### src/rtl/regfile_pkg.sv
// Shared defaults for the multi-port register file and its scoreboard.
// No logic here; sizes and the default register-address type only.
// Overriding NREGS on an instance does not resize reg_addr_t.
package regfile_pkg;

    localparam int XLEN_DEF   = 32;
    localparam int NREGS_DEF  = 32;
    localparam int NREAD_DEF  = 2;
    localparam int NWRITE_DEF = 2;
    localparam int AW_DEF     = $clog2(NREGS_DEF);

    typedef logic [AW_DEF-1:0] reg_addr_t;

endpackage

### src/rtl/regfile_scoreboard.sv
// Per-register pending bits: writeback clears, issue sets (issue wins), sticky err.
// Latency: issue-to-busy 1 cycle, writeback-to-not-busy 0 cycles, err 1 cycle.
// Backpressure: none; the consumer gates issue on rd_busy.
module regfile_scoreboard
    import regfile_pkg::*;
#(
    parameter int NREGS  = NREGS_DEF,
    parameter int NREAD  = NREAD_DEF,
    parameter int NWRITE = NWRITE_DEF,
    parameter int AW     = $clog2(NREGS)
) (
    input  logic                 clk,
    input  logic                 rst,
    input  logic [NREAD*AW-1:0]  rd_addr,
    output logic [NREAD-1:0]     rd_busy,
    input  logic [NWRITE-1:0]    wr_en,
    input  logic [NWRITE*AW-1:0] wr_addr,
    input  logic                 iss_en,
    input  logic [AW-1:0]        iss_addr,
    output logic                 err
);

    logic [NREGS-1:0] pend;
    logic [NREGS-1:0] pend_nxt;
    logic [NREGS-1:0] wr_hit;
    logic             err_nxt;

    always_comb begin
        wr_hit  = '0;
        err_nxt = 1'b0;
        for (int j = 0; j < NWRITE; j++) begin
            if (wr_en[j] && wr_addr[j*AW +: AW] != '0) begin
                wr_hit[wr_addr[j*AW +: AW]] = 1'b1;
                // A same-cycle issue to the target legitimises the writeback.
                if (!pend[wr_addr[j*AW +: AW]] &&
                    !(iss_en && iss_addr == wr_addr[j*AW +: AW]))
                    err_nxt = 1'b1;
                for (int i = 0; i < j; i++) begin
                    if (wr_en[i] && wr_addr[i*AW +: AW] == wr_addr[j*AW +: AW])
                        err_nxt = 1'b1;
                end
            end
        end
        pend_nxt = pend & ~wr_hit;
        if (iss_en && iss_addr != '0)
            pend_nxt[iss_addr] = 1'b1;
        pend_nxt[0] = 1'b0;
    end

    always_ff @(posedge clk or posedge rst) begin
        if (rst) begin
            pend <= '0;
            err  <= 1'b0;
        end else begin
            pend <= pend_nxt;
            err  <= err | err_nxt;
        end
    end

    always_comb begin
        rd_busy = '0;
        for (int k = 0; k < NREAD; k++) begin
            rd_busy[k] = pend[rd_addr[k*AW +: AW]] &
                         ~wr_hit[rd_addr[k*AW +: AW]] &
                         ~(iss_en && iss_addr == rd_addr[k*AW +: AW]);
        end
    end

endmodule

### src/rtl/regfile_mp_sb.sv
// Multi-port register file with write-through bypass and integrated scoreboard.
// Latency: reads combinational (0-cycle bypass), writes land on the clk edge.
// Backpressure: none; no handshakes, no stalls.
module regfile_mp_sb
    import regfile_pkg::*;
#(
    parameter  int XLEN   = XLEN_DEF,
    parameter  int NREGS  = NREGS_DEF,
    parameter  int NREAD  = NREAD_DEF,
    parameter  int NWRITE = NWRITE_DEF,
    localparam int AW     = $clog2(NREGS)
) (
    input  logic                   clk,
    input  logic                   rst,
    input  logic [NREAD*AW-1:0]    rd_addr,
    output logic [NREAD*XLEN-1:0]  rd_data,
    output logic [NREAD-1:0]       rd_busy,
    input  logic [NWRITE-1:0]      wr_en,
    input  logic [NWRITE*AW-1:0]   wr_addr,
    input  logic [NWRITE*XLEN-1:0] wr_data,
    input  logic                   iss_en,
    input  logic [AW-1:0]          iss_addr,
    output logic                   err
);

    logic [XLEN-1:0] regs [NREGS];

    // Ascending port order: the highest-index port's NBA lands last and wins.
    always_ff @(posedge clk or posedge rst) begin
        if (rst) begin
            for (int i = 0; i < NREGS; i++)
                regs[i] <= '0;
        end else begin
            for (int j = 0; j < NWRITE; j++) begin
                if (wr_en[j] && wr_addr[j*AW +: AW] != '0)
                    regs[wr_addr[j*AW +: AW]] <= wr_data[j*XLEN +: XLEN];
            end
        end
    end

    always_comb begin
        rd_data = '0;
        for (int k = 0; k < NREAD; k++) begin
            rd_data[k*XLEN +: XLEN] = regs[rd_addr[k*AW +: AW]];
            for (int j = 0; j < NWRITE; j++) begin
                if (wr_en[j] && wr_addr[j*AW +: AW] == rd_addr[k*AW +: AW])
                    rd_data[k*XLEN +: XLEN] = wr_data[j*XLEN +: XLEN];
            end
            // Writes presented during reset are discarded, so no bypass then.
            if (rd_addr[k*AW +: AW] == '0 || rst)
                rd_data[k*XLEN +: XLEN] = '0;
        end
    end

    regfile_scoreboard #(
        .NREGS  (NREGS),
        .NREAD  (NREAD),
        .NWRITE (NWRITE),
        .AW     (AW)
    ) u_sb (
        .clk      (clk),
        .rst      (rst),
        .rd_addr  (rd_addr),
        .rd_busy  (rd_busy),
        .wr_en    (wr_en),
        .wr_addr  (wr_addr),
        .iss_en   (iss_en),
        .iss_addr (iss_addr),
        .err      (err)
    );

endmodule
### config.mk
export PLATFORM = sky130hd
export DESIGN_NAME = regfile_mp_sb
export DESIGN_NICKNAME = d
export VERILOG_FILES = /design/src/rtl/regfile_pkg.sv /design/src/rtl/regfile_scoreboard.sv /design/src/rtl/regfile_mp_sb.sv
export SDC_FILE = /design/constraint.sdc
export NUM_CORES = 2
export LEC_CHECK = 0
export BUFFER_PORTS_ARGS = -buffer_cell sky130_fd_sc_hd__buf_2
export CAP_MARGIN = 25
export CORE_MARGIN = 10
export CORE_UTILIZATION = 38
export DETAILED_ROUTE_END_ITERATION = 12
export MAX_ROUTING_LAYER = met4
export SLEW_MARGIN = 30
export SYNTH_ARGS = -nofsm -noshare
export SYNTH_HDL_FRONTEND = slang
export SYNTH_SLANG_ARGS = --single-unit
### constraint.sdc
create_clock -name clk -period 29.4 [get_ports clk]
set_clock_uncertainty 0.1 [all_clocks]
set_input_delay 1.47 -clock clk [delete_from_list [all_inputs] [get_ports clk]]
set_output_delay 1.47 -clock clk [all_outputs]
set_load 0.005 [all_outputs]
==> impl_metrics.tcl <==
set metrics [dict create \
    status "completed" \
    regArea_um2 26430 \
    yosysSeqAreaShare 0.3886 \
    grt-ovfl-total 0 \
    cts_tree "built" \
    placementRows 155 \
    fin_tns_setup_ns 0 \
    synth_top_cell_by_area "dfrtp_1" \
    vias_per_cell 6.543 \
    period_share 0.2430 \
    multi_input_area_um2 38590 \
    synthCells 6596 \
    final_common_cell "dfrtp_1" \
    pwr_density_cell_nw_per_um2 66.28 \
    ys_types 78 \
    seq_power_share 0.434 \
    clk_path_buf_depth 3 \
    leakagePower_nw 32.11 \
    fill_cells 16770 \
    clk_latency_ns 0.78 \
    switching_share 0.3146 \
    area_delta_synth_final_pct 9.038 \
    syn-cell-area_um2 68000 \
    nNetsFinal 6233 \
    drive_above_1_share 0.1817 \
    die_area_um2 196300 \
    grt_max_degree 159 \
    grt_pass1_wl_um 403400 \
    final_cell_mix "dfrtp_1 (1,056), mux2i_1 (1,040), nand2_1 (784)" \
    drc 0 \
    io_buffers 160 \
    die_x_um 443.0 \
    finalCriticalPeriod_ns 7.144 \
    die_h_um 443.0 \
    cts-resized-gates 0 \
    synth_async_sr_flop_share 1.000 \
    synth-edff-count 0 \
    holdBufCountCts 0 \
    core_um2 178200 \
    wl_per_cell_um 32.76 \
    setup_viol 0 \
    initial_core_util 0.3816 \
    cts_htree_levels 3 \
    worstSetupEndpointType "output pin" \
    critPathMaxFanout 45 \
    post-place-ws_ns 21.97 \
    fmax_mhz 140.0 \
    rsz0062_at_grt "no" \
    finalWorstSetupSlack_ns 22.26 \
    grt_use_total 0.2855 \
    routabilityCongestion 0.8895 \
    arrival_ns 5.57 \
    worstSetupStartpointType "input pin" \
    grt_antenna_before_repair 37 \
    slew-limit-headroom 0.2295 \
    synth-seq-cells 1056 \
    syn_nets 6690 \
    drt_pre_antenna_iters 8 \
    hold_class "flop to flop" \
    post_cts_buffers 0 \
    synth.top_cell.area_share 0.3886 \
    grt_pass1_vias 54180 \
    p_int_mw 3.369 \
    avgSynthCellArea_um2 10.31 \
    drv_cap 0 \
    clockRootBuffer "clkbuf_16" \
    io_pins 161 \
    finalHoldViolations 0 \
    clk_pin_slew_ns 0.06 \
    worst_slew_pin_slew_ns 1.156 \
    yosys_most_used_dff "dfrtp_1" \
    vdd_drop_max_uv 53.82 \
    comb_power_share 0.251 \
    critical_path_required_ns 27.83 \
    p_switching_mw 1.546 \
    synth_warnings 0 \
    clock_sinks 1056 \
    finalWirelength_um 282300 \
    antenna_left 0 \
    vias 56380 \
    crit_type "input pin to output pin" \
    drt_iter0_drc 8495 \
    drv_slew 0 \
    hpwl_um 152300 \
    pwr-share-clk 0.315 \
    numCtsBuffers 116 \
    synth_area_leaders "dfrtp_1 (39%), mux4_2 (18%), mux2i_1 (15%), nand2_1 (4.5%), a21oi_1 (4.3%)" \
]
==> critical path, stage by stage <==
cell and delay, ns:
buf_8 0.39, buf_4 0.78, buf_4 0.73, buf_6 0.63, mux4_2 0.60, mux2i_1 0.21, a32oi_1 0.10, nand3_1 0.15
nand2_1 0.18, buf_2 0.19
==> power by group through the flow <==
stage | registers [mW] | clock network [mW] | logic (mW)
after detailed placement | 2.14 | 0 | 1.22
after global routing | 2.17 | 1.62 | 1.34
after floorplan | 2.04 | 0 | 0.976
final | 2.13 | 1.55 | 1.23
after global placement | 2.11 | 0 | 1.19
after CTS | 2.12 | 1.55 | 1.22
==> sequential cells by signal, summed over array words and instances, names as in the netlist <==
register / count
u_sb.pend: 31
u_sb.err: 1
regs: 1024
==> cell families (layout without fill, tap and decap cells) <==
logic type	after synthesis	in the layout	share of synthesized area
AND/OR/NAND/NOR	1652	1652	0.09943
buffers and inverters	885	524	0.05343
XOR/XNOR	45	45	0.005796
multiplexers	1590	1590	0.3341
flip-flops	1056	1056	0.3886
other	0	27	0
AO/OA/AOI/OAI	1368	1368	0.1187
==> cell usage after synthesis, drive strengths merged (6+ instances only) <==
library cell	count
dfrtp	1056
mux2i	1040
nand2	808
nor2	639
a21oi	585
clkbuf	565
mux4	543
o21ai	417
buf	302
a32oi	171
a22oi	99
nand3	88
xor2	26
xnor2	19
a31oi	17
inv	16
a32o	13
nor2b	13
nor3	12
a22o	11
nand2b	11
nand4	11
nor4	10
o22ai	9
and2	8
mux2	7
and3	6
o221ai	6
or2	6
==> metal layers <==
layer | vias to the layer above | routed length, um | track usage
met5 | - | 0 | -
met4 | 0 | 19450 | 0.1685
met3 | 989 | 33900 | 0.08218
met2 | 4008 | 123900 | 0.4157
met1 | 28180 | 105000 | 0.3519
li1 | 23200 | - | -
==> worst paths after layout <==
path / cells after the start / startpoint / slack, ns / to
min in group asynchronous: 2 / rst / 0.80 / regs[127]
max reg2reg: 6 / u_sb.pend[28] / 27.43 / u_sb.err
max: 10 / rd_addr[5] / 22.26 / rd_data[59]
min reg2reg: 0 / regs[993] / 0.30 / regs[993]
min: 0 / regs[993] / 0.30 / regs[993]
max in group asynchronous: 6 / rst / 25.04 / regs[751]
==> metrics by stage <==
stage	cells	util	total power, mW	cell area [um2]	hold slack [ns]
detailed placement	8375	0.3931	3.360	70060	0.2823
global route	8615	0.4160	5.129	74140	0.3055
floorplan	6596	-	3.020	68010	0.3413
global placement	8370	0.3916	3.302	69800	0.2772
finish	8617	0.4160	4.915	74150	0.2964
CTS	8589	0.4153	4.893	74010	0.2968
==> cell type report <==
cell class | count | area share
multi-input combinational | 4655 | 0.5205
sequential | 1056 | 0.3564
clock buffer | 168 | 0.04625
tap | 2355 | 0.03974
timing repair buffer | 292 | 0.02801
clock inverter | 46 | 0.007037
inverter | 18 | 0.001164
antenna | 27 | 0.0009112
(Power assumes the default switching activity.)
